File: src/rtl/npu_cube_csa_stage_if.sv
// Handshake bundle for one carry-save reduction stage: operand side (in_*) and
// result side (out_*). The stage takes the slave view; its neighbour takes master.
interface npu_cube_csa_stage_if #(
  parameter int unsigned LANES = 8,
  parameter int unsigned INW   = 10,
  parameter int unsigned W     = 12
);
  logic                   in_valid;
  logic                   in_ready;
  logic [LANES*INW-1:0]   in_a;
  logic [LANES*INW-1:0]   in_b;
  logic [LANES*INW-1:0]   in_c;
  logic                   out_valid;
  logic                   out_ready;
  logic [LANES*W-1:0]     out_sum;
  logic [LANES*W-1:0]     out_carry;

  modport slave (
    input  in_valid, in_a, in_b, in_c, out_ready,
    output in_ready, out_valid, out_sum, out_carry
  );

  modport master (
    output in_valid, in_a, in_b, in_c, out_ready,
    input  in_ready, out_valid, out_sum, out_carry
  );
endinterface

File: src/rtl/npu_cube_csa_stage.sv
// Pipelined 3:2 carry-save stage, LANES lanes, valid/ready registered output.
// Optional macro NPU_CUBE_CSA_SKID_EN adds a skid register and a registered in_ready.
module npu_cube_csa_stage #(
  parameter int unsigned LANES  = 8,
  parameter int unsigned INW    = 10,
  parameter int unsigned W      = 12,
  parameter bit          SIGNED = 1'b0
) (
  input  logic                   clk,
  input  logic                   rst_n,
  npu_cube_csa_stage_if.slave    bus
);

  logic [LANES*W-1:0] nxt_sum;
  logic [LANES*W-1:0] nxt_carry;

  for (genvar k = 0; k < LANES; k++) begin : g_lane
    logic [INW-1:0] a, b, c;
    logic [W-1:0]   xa, xb, xc, maj;

    assign a = bus.in_a[k*INW +: INW];
    assign b = bus.in_b[k*INW +: INW];
    assign c = bus.in_c[k*INW +: INW];

    if (SIGNED) begin : g_sext
      assign xa = W'(signed'(a));
      assign xb = W'(signed'(b));
      assign xc = W'(signed'(c));
    end else begin : g_zext
      assign xa = W'(a);
      assign xb = W'(b);
      assign xc = W'(c);
    end

    assign maj                   = (xa & xb) | (xa & xc) | (xb & xc);
    assign nxt_sum[k*W +: W]     = xa ^ xb ^ xc;
    // Majority MSB falls off the top: the pair only has to agree modulo 2^W.
    assign nxt_carry[k*W +: W]   = maj << 1;
  end

  logic               accept;
  logic               drain;
  logic               main_valid;
  logic [LANES*W-1:0] main_sum;
  logic [LANES*W-1:0] main_carry;

  assign drain = main_valid && bus.out_ready;

`ifdef NPU_CUBE_CSA_SKID_EN
  typedef enum logic [1:0] {EMPTY, ONE, TWO} state_t;

  state_t             state;
  logic               ready_q;
  logic [LANES*W-1:0] skid_sum;
  logic [LANES*W-1:0] skid_carry;

  assign accept       = bus.in_valid && ready_q;
  assign bus.in_ready = ready_q;

  // The skid slot catches the beat accepted in the cycle out_ready dropped,
  // which is what lets in_ready come from a flop instead of from out_ready.
  always_ff @(posedge clk) begin
    if (!rst_n) begin
      state      <= EMPTY;
      ready_q    <= 1'b1;
      main_valid <= 1'b0;
      main_sum   <= '0;
      main_carry <= '0;
      skid_sum   <= '0;
      skid_carry <= '0;
    end else begin
      case (state)
        EMPTY: begin
          if (accept) begin
            main_sum   <= nxt_sum;
            main_carry <= nxt_carry;
            main_valid <= 1'b1;
            state      <= ONE;
          end
        end
        ONE: begin
          if (accept && !drain) begin
            skid_sum   <= nxt_sum;
            skid_carry <= nxt_carry;
            ready_q    <= 1'b0;
            state      <= TWO;
          end else if (accept && drain) begin
            main_sum   <= nxt_sum;
            main_carry <= nxt_carry;
          end else if (drain) begin
            main_valid <= 1'b0;
            state      <= EMPTY;
          end
        end
        TWO: begin
          if (drain) begin
            main_sum   <= skid_sum;
            main_carry <= skid_carry;
            ready_q    <= 1'b1;
            state      <= ONE;
          end
        end
        default: begin
          state      <= EMPTY;
          ready_q    <= 1'b1;
          main_valid <= 1'b0;
        end
      endcase
    end
  end
`else
  assign bus.in_ready = !main_valid || bus.out_ready;
  assign accept       = bus.in_valid && bus.in_ready;

  always_ff @(posedge clk) begin
    if (!rst_n) begin
      main_valid <= 1'b0;
      main_sum   <= '0;
      main_carry <= '0;
    end else if (accept) begin
      main_sum   <= nxt_sum;
      main_carry <= nxt_carry;
      main_valid <= 1'b1;
    end else if (drain) begin
      main_valid <= 1'b0;
    end
  end
`endif

  assign bus.out_valid = main_valid;
  assign bus.out_sum   = main_sum;
  assign bus.out_carry = main_carry;

endmodule

File: src/flat_wrapper.sv
// flat-port wrapper written by rule: the top's interface ports become plain ports
module npu_cube_csa_stage_flat 
#(
  parameter int unsigned LANES  = 8,
  parameter int unsigned INW    = 10,
  parameter int unsigned W      = 12,
  parameter bit          SIGNED = 1'b0
)
  (clk, rst_n, bus_in_valid, bus_in_a, bus_in_b, bus_in_c, bus_out_ready, bus_in_ready, bus_out_valid, bus_out_sum, bus_out_carry);
  npu_cube_csa_stage_if #(.LANES(LANES), .INW(INW), .W(W)) bus_i ();
  input  logic clk;
  input  logic rst_n;
  input wire logic [$bits(bus_i.in_valid)-1:0] bus_in_valid;
  input wire logic [$bits(bus_i.in_a)-1:0] bus_in_a;
  input wire logic [$bits(bus_i.in_b)-1:0] bus_in_b;
  input wire logic [$bits(bus_i.in_c)-1:0] bus_in_c;
  input wire logic [$bits(bus_i.out_ready)-1:0] bus_out_ready;
  output wire logic [$bits(bus_i.in_ready)-1:0] bus_in_ready;
  output wire logic [$bits(bus_i.out_valid)-1:0] bus_out_valid;
  output wire logic [$bits(bus_i.out_sum)-1:0] bus_out_sum;
  output wire logic [$bits(bus_i.out_carry)-1:0] bus_out_carry;
  assign bus_i.in_valid = bus_in_valid;
  assign bus_i.in_a = bus_in_a;
  assign bus_i.in_b = bus_in_b;
  assign bus_i.in_c = bus_in_c;
  assign bus_i.out_ready = bus_out_ready;
  assign bus_in_ready = bus_i.in_ready;
  assign bus_out_valid = bus_i.out_valid;
  assign bus_out_sum = bus_i.out_sum;
  assign bus_out_carry = bus_i.out_carry;
  npu_cube_csa_stage #(.LANES(LANES), .INW(INW), .W(W), .SIGNED(SIGNED)) u_core (.clk(clk), .rst_n(rst_n), .bus(bus_i));
endmodule
File: config.mk
export PLATFORM = sky130hd
export DESIGN_NAME = npu_cube_csa_stage_flat
export DESIGN_NICKNAME = d
export VERILOG_FILES = /design/src/rtl/npu_cube_csa_stage_if.sv /design/src/rtl/npu_cube_csa_stage.sv /design/src/flat_wrapper.sv
export SDC_FILE = /design/constraint.sdc
export NUM_CORES = 1
export LEC_CHECK = 0
export CELL_PAD_IN_SITES_DETAIL_PLACEMENT = 0
export CELL_PAD_IN_SITES_GLOBAL_PLACEMENT = 1
export CORE_UTILIZATION = 26
export CTS_CLUSTER_SIZE = 10
export DETAILED_ROUTE_END_ITERATION = 10
export PLACE_DENSITY = 0.89
export SLEW_MARGIN = 30
export SYNTH_ARGS = -nofsm -noshare
export SYNTH_HDL_FRONTEND = slang
export SYNTH_SLANG_ARGS = --single-unit
File: constraint.sdc
create_clock -name clk -period 1.2 [get_ports clk]
set_input_delay 0.36 -clock clk [delete_from_list [all_inputs] [get_ports clk]]
set_output_delay 0.36 -clock clk [all_outputs]
set_load 0.05 [all_outputs]
==> results of run 1 <==
==> state kept, by name, indices dropped and copies added (netlist names) <==
signal                cells
u_core.bus.out_sum       80
u_core.bus.out_valid      1
u_core.bus.out_carry     80
==> worst paths after layout <==
| check | startpoint | end | slack (ns) | depth (start not counted) |
|---|---|---|---|---|
| hold reg to reg | u_core.bus.out_sum[78] | u_core.bus.out_sum[78] | 0.48 | 2 |
| setup reg to reg | u_core.bus.out_valid | u_core.bus.out_carry[89] | -0.22 | 6 |
| setup / recovery | u_core.bus.out_valid | bus_in_ready | -0.24 | 3 |
| hold / removal | rst_n | u_core.bus.out_sum[31] | 0.24 | 3 |
==> power by group through the flow <==
stage | combinational [mW] | sequential [mW] | clock, mW
finish | 6.93 | 6.40 | 5.43
global route | 7.28 | 6.46 | 5.84
CTS | 6.82 | 6.41 | 5.58
detailed placement | 6.60 | 6.43 | 0
global placement | 6.56 | 6.42 | 0
floorplan | 1.56 | 7.76 | 0
==> layout by cell type, fill, tap and decap left out, types with 5 or more instances in the layout <==
| cell | n |
|---|---|
| buf_12 | 178 |
| mux2i_1 | 160 |
| dfxtp_4 | 15 |
| nand2_1 | 320 |
| clkdlybuf4s50_1 | 240 |
| conb_1 | 32 |
| buf_4 | 64 |
| clkinv_4 | 5 |
| buf_6 | 11 |
| dfxtp_2 | 146 |
| buf_8 | 16 |
| clkbuf_16 | 21 |
| fa_1 | 80 |
==> worst register-to-register path, delay by kind of cell, from the launching register on <==
| kind | cells | cell delay [ns] |
|---|---|---|
| buffers and inverters | 3 | 0.44 |
| DFF | 1 | 0.35 |
| and+or+nand+nor | 2 | 0.31 |
| muxes | 1 | 0.24 |
==> routing by layer <==
| layer | global-route usage, % | up-vias | part of all wire [%] |
|---|---|---|---|
| li1 | - | 3461 | - |
| met1 | 19.54 | 3436 | 41 |
| met2 | 30.33 | 184 | 54 |
| met3 | 3.444 | 10 | 4.6 |
| met4 | 3.310 | 0 | 0.82 |
| met5 | 0 | - | 0 |
==> area by class of cell <==
| cell class | count | area, um2 | share of cell area [%] |
|---|---|---|---|
| clock inverter | 12 | 118.9 | 0.7416 |
| tap | 396 | 495.5 | 3.091 |
| sequential | 161 | 3462 | 21.60 |
| timing repair buffer | 515 | 6928 | 43.22 |
| clock buffer | 20 | 466.7 | 2.912 |
| multi-input combinational | 595 | 4554 | 28.41 |
| inverter | 1 | 3.754 | 0.02342 |
==> cells by family (layout without fill, tap and decap cells) <==
family	after synthesis	in the layout	share of synthesized area (%)
AO/OA/AOI/OAI	1	1	0.09155
adder cells (fa/ha/maj)	80	80	19.52
buffers and inverters	87	548	6.635
flip-flops	161	161	39.29
multiplexers	160	160	19.52
other	1	32	0.04572
AND/OR/NAND/NOR	322	322	14.89
==> what timing repair did <==
item,in CTS,in global routing
resized for setup,195,30
pin swaps,2,0
gates cloned,3,4
setup endpoints to repair,318,322
setup buffers,18,28
==> impl_metrics.sql, run 1 <==
INSERT INTO impl_metrics (metric_group, metric, value, unit) VALUES
('setup_path', 'critical_path_buf_inv_count', '2', ''),
('floorplan', 'fp.dieH', '179.6', 'um'),
('setup_path', 'worst_path_largest_cell_delay', '0.36', 'ns'),
('cts', 'ctsLongestPathBuffers', '2', ''),
('setup_path', 'crit_family', 'flip-flops', ''),
('power_and_ir_drop', 'power_per_cell_area', '1171', 'nW/um2'),
('timing', 'max_fclk', '0.6939', 'GHz'),
('setup_path', 'endpoint_kind', 'output port', ''),
('timing', 'hold_ws', '0.2374', 'ns'),
('global_routing', 'globalRouteTotalUtil', '16.44', '%'),
('setup_path', 'worstPathMaxFanout', '2', ''),
('cts', 'clk_pin_slew_worst_paths', '0.07', 'ns'),
('cts', 'cts_root_buf', 'clkbuf_16', ''),
('timing', 'finClkSkew', '0.01373', 'ns'),
('synth', 'synthTopCellsByCount', 'nand2_1, dfxtp_1, mux2i_1', ''),
('placed_design', 'place.detailed.hpwl', '21410', 'um'),
('power_and_ir_drop', 'internal_power_of_the_cells', '12.37', 'mW'),
('cts', 'htreeDepth', '4', ''),
('synth', 'post-synth-top-count-cell', 'nand2_1', ''),
('placed_design', 'io_buffers', '405', ''),
('power_and_ir_drop', 'power.clock.fraction', '28.9', '%'),
('floorplan', 'dieWidth', '179.6', 'um'),
('finish', 'post-route-util', '51.99', '%'),
('drt', 'route.detailed.vias_per_inst', '4.171', ''),
('power_and_ir_drop', 'power.total', '18.77', 'mW'),
('setup_path', 'worst_setup_path_start_kind', 'register', ''),
('synth', 'yosysSeqAreaShare', '39.29', '%'),
('global_routing', 'grt_pass1_wl', '41420', 'um'),
('drt', 'drt-pass1-iter-count', '8', ''),
('global_routing', 'grt_pass1_vias', '7418', ''),
('finish', 'final_layout_size_suffix_gt1_share', '35.89', '%'),
('drt', 'wirelength', '27090', 'um'),
('floorplan', 'number_of_core_rows', '64', ''),
('floorplan', 'start_util', '26.61', '%'),
('synth', 'synth_warnings', '0', ''),
('timing', 'report.final.hold_viol_count', '0', ''),
('run_status', 'outcome', 'finished, violations left', ''),
('synth', 'portion_of_synthesized_cell_area_occupied_by_the_leading_cell_type', '39.29', '%'),
('floorplan', 'io-pin-count', '438', ''),
('placed_design', 'post_placement_worst_setup_slack', '-0.5782', 'ns'),
('timing', 'setup_total_neg_slack', '-34.53', 'ns'),
('synth', 'postSynthCellCount', '812', ''),
('power_and_ir_drop', 'worst_ir_drop_vdd', '0.0007943', 'V'),
('drt', 'number_of_remaining_drc_errors', '19', ''),
('setup_path', 'crit_type', 'register to output port', ''),
('drt', 'drtIter0Drc', '243', ''),
('power_and_ir_drop', 'total_switching_power', '6.396', 'mW'),
('setup_path', 'timing.critical_path.cells', 'nand2b_4, buf_6, buf_12', ''),
('cts', 'cts_tree', 'built', ''),
('timing', 'report.final.setup_viol', '322', ''),
('synth', 'yosysUniqueCellTypes', '14', ''),
('timing', 'finalMaxSlewViolations', '0', ''),
('floorplan', 'coreArea', '30830', 'um2'),
('synth', 'synth-seq-cells', '161', ''),
('synth', 'netlist_top_cells_area', 'dfxtp_1, fa_1, mux2i_1', ''),
('synth', 'mapped_area', '8203', 'um2'),
('timing', 'layout_min_cycle_time', '1.441', 'ns'),
('power_and_ir_drop', 'power.share.switching', '34.09', '%'),
('run', 'max_cap_violations', '0', ''),
('global_routing', 'grt_max_degree', '37', ''),
('power_and_ir_drop', 'p_leak', '6.787', 'nW'),
('timing', 'slack_of_the_critical_path', '-0.2411', 'ns'),
('worst_hold_path', 'hold_wc_path_type', 'input port to register', ''),
('synth', 'post-synth-top-area-cell', 'dfxtp_1', ''),
('setup_path', 'critical_path_required', '0.84', 'ns'),
('run_status', 'failed_checks', 'design-rule violations, negative setup slack', ''),
('placed_design', 'dpl.cell_count', '1619', ''),
('timing', 'timing.final.crit_share', '120.1', '%'),
('finish', 'area.growth.synth_to_final', '95.41', '%'),
('global_routing', 'initial_antenna_violation_count', '0', ''),
('global_routing', 'global_route.overflow_total', '0', '');
(Power assumes the default switching activity.)
==> run 2, diff against run 1 <==
Settings changed: CORE_ASPECT_RATIO set to 0.8.
==> impl_metrics.sql, run 2 (synthesis gave the netlist of run 1 again) <==
INSERT INTO impl_metrics (metric_group, metric, value, unit) VALUES
('run_status', 'outcome', 'finished, violations left', ''),
('run_status', 'failed_checks', 'negative setup slack', ''),
('floorplan', 'coreArea', '30670', 'um2'),
('finish', 'insertedDiodeCount', '0', ''),
('finish', 'area.growth.synth_to_final', '99.92', '%'),
('setup_path', 'worstPathMaxFanout', '8', ''),
('drt', 'wirelength', '27110', 'um'),
('drt', 'number_of_remaining_drc_errors', '0', ''),
('global_routing', 'grtUsageMet3', '4.038', '%'),
('global_routing', 'global_route.overflow_total', '0', ''),
('power_and_ir_drop', 'power.total', '19.54', 'mW'),
('timing', 'setup_total_neg_slack', '-40.78', 'ns'),
('timing', 'layout_min_cycle_time', '1.464', 'ns'),
('power_and_ir_drop', 'worst_ir_drop_vdd', '0.0007993', 'V'),
('timing', 'max_fclk', '0.6832', 'GHz'),
('drt', 'drt-pass1-iter-count', '4', ''),
('finish', 'layout.filler_cells', '2569', ''),
('placed_design', 'place_congestion', '0.8052', ''),
('timing', 'rsz0062_at_grt', 'true', ''),
('finish', 'stdcell_area', '16400', 'um2'),
('setup_path', 'worst_setup_path_start_kind', 'register', ''),
('setup_path', 'endpoint_kind', 'register', ''),
('placed_design', 'place.detailed.hpwl', '20740', 'um'),
('timing', 'timing.final.crit_share', '122.0', '%'),
('setup_path', 'crit_type', 'register to register', ''),
('floorplan', 'fp.dieH', '160.9', 'um'),
('power_and_ir_drop', 'power_per_cell_area', '1191', 'nW/um2'),
('run', 'max_cap_violations', '0', ''),
('setup_path', 'r2r_cells', '8', ''),
('global_routing', 'initial_antenna_violation_count', '0', ''),
('global_routing', 'globalRouteTotalUtil', '16.46', '%'),
('global_routing', 'grt_pass1_vias', '7478', ''),
('cts', 'htreeDepth', '4', ''),
('timing', 'finalMaxSlewViolations', '0', ''),
('timing', 'finClkSkew', '0.006296', 'ns'),
('setup_path', 'cpMaxStageDelayCell', 'dfxtp_4', ''),
('setup_path', 'critical-path-top-cell-by-count', 'buf_12', ''),
('finish', 'highest_count_cells_in_the_layout_ignoring_fill_and_taps', 'nand2_1, clkdlybuf4s50_1, buf_12', ''),
('cts', 'ctsLongestPathBuffers', '2', ''),
('floorplan', 'dieArea', '32270', 'um2'),
('setup_path', 'cp.arrival', '1.77', 'ns'),
('floorplan', 'dieWidth', '200.6', 'um'),
('cts', 'cts_hold_buf', '0', ''),
('cts', 'cts_tree', 'built', ''),
('drt', 'average_wire_per_cell_in_the_routed_design', '15.60', 'um'),
('finish', 'final_net_count', '1639', ''),
('power_and_ir_drop', 'p_leak', '6.969', 'nW'),
('drt', 'route.detailed.vias_per_inst', '4.125', ''),
('timing', 'report.final.setup_viol', '317', ''),
('cts', 'cts_root_buf', 'clkbuf_16', ''),
('placed_design', 'post_placement_worst_setup_slack', '-0.6140', 'ns'),
('global_routing', 'top_usage_layer', 'met2', ''),
('placed_design', 'dpl_cell_area', '14490', 'um2'),
('cts', 'clkSinkCount', '161', ''),
('drt', 'antenna_violating_nets_post_route', '0', ''),
('worst_hold_path', 'hold_wc_path_type', 'input port to register', ''),
('floorplan', 'start_util', '26.75', '%'),
('drt', 'drtIter0Drc', '239', ''),
('setup_path', 'critical_path_required', '1.50', 'ns'),
('global_routing', 'grt_max_degree', '37', ''),
('finish', 'layout_commonest_cell', 'nand2_1', ''),
('global_routing', 'grt_met1_usage', '20.05', '%'),
('timing', 'report.final.hold_viol_count', '0', ''),
('setup_path', 'worst_path_largest_cell_delay', '0.36', 'ns'),
('finish', 'final_layout_size_suffix_gt1_share', '37.06', '%'),
('global_routing', 'gr-usage-met2', '28.52', '%'),
('drt', 'detailroute.via_count', '7170', ''),
('global_routing', 'grt_pass1_wl', '41200', 'um'),
('worst_hold_path', 'hold-path-cell-count', '3', ''),
('cts', 'clock_insertion_delay_worst_skew', '0.42', 'ns'),
('cts', 'numCtsBuffers', '17', ''),
('cts', 'clk_pin_slew_worst_paths', '0.07', 'ns'),
('placed_design', 'io_buffers', '405', ''),
('timing', 'slack_of_the_critical_path', '-0.2636', 'ns'),
('setup_path', 'timing.critical_path.cells', 'nand2b_4, buf_4, and2_4, buf_12, buf_12, buf_12, buf_16, mux2i_1', ''),
('floorplan', 'io-pin-count', '438', ''),
('floorplan', 'number_of_core_rows', '57', '');
## run 2: report_power, final
| group | internal, mW | leakage [nW] | switching (mW) |
|---|---|---|---|
| Sequential | 5.91 | 1.39 | 0.494 |
| Combinational | 3.69 | 5.28 | 3.41 |
| Clock | 3.69 | 0.303 | 2.35 |
| Total | 13.3 | 6.97 | 6.25 |
## run 2: stage by stage
| step | utilization, % | hold slack [ns] | instances |
|---|---|---|---|
| floorplan | - | 0.4878 | 843 |
| global placement | 47.26 | 0.4787 | 1623 |
| detailed placement | 47.26 | 0.4834 | 1623 |
| CTS | 52.08 | 0.3104 | 1695 |
| global route | 53.48 | 0.3339 | 1738 |
| finish | 53.48 | 0.3394 | 1738 |
## run 2: final cells by class
| type | instances | area (um2) | area share, % |
|---|---|---|---|
| clock buffer | 17 | 425.4 | 2.594 |
| clock inverter | 12 | 206.4 | 1.259 |
| inverter | 1 | 3.754 | 0.02289 |
| multi-input combinational | 595 | 4562 | 27.82 |
| sequential | 161 | 3465 | 21.13 |
| tap | 413 | 516.7 | 3.151 |
| timing repair buffer | 539 | 7221 | 44.03 |
## run 2: what timing repair did
item                                    4_1_cts  5_1_grt
endpoints found under the setup margin      313      322
buffers inserted                             36       43
pin swaps                                     0        0
cloned                                        8        4
gates resized for setup                     203       15
## run 2: worst paths after layout
kind	from	to	slack [ns]
worst min-delay path	rst_n	u_core.bus.out_carry[3]	0.34
worst max register to register	u_core.bus.out_valid	u_core.bus.out_carry[88]	-0.26
worst max-delay path	u_core.bus.out_valid	u_core.bus.out_carry[88]	-0.26
worst min register to register	u_core.bus.out_carry[56]	u_core.bus.out_carry[56]	0.48
## run 2: worst max-delay path: cells and delay by family (launching register included)
kind,cells,cell delay [ns]
muxes,1,0.12
and+or+nand+nor,2,0.20
DFF,1,0.36
buffers and inverters,5,0.66
## run 2: per-layer routing
metal / vias to the layer above / share of wire, %
met5: - / 0
met4: 0 / 1.3
met3: 22 / 5.2
met2: 207 / 52
met1: 3427 / 42
li1: 3514 / -
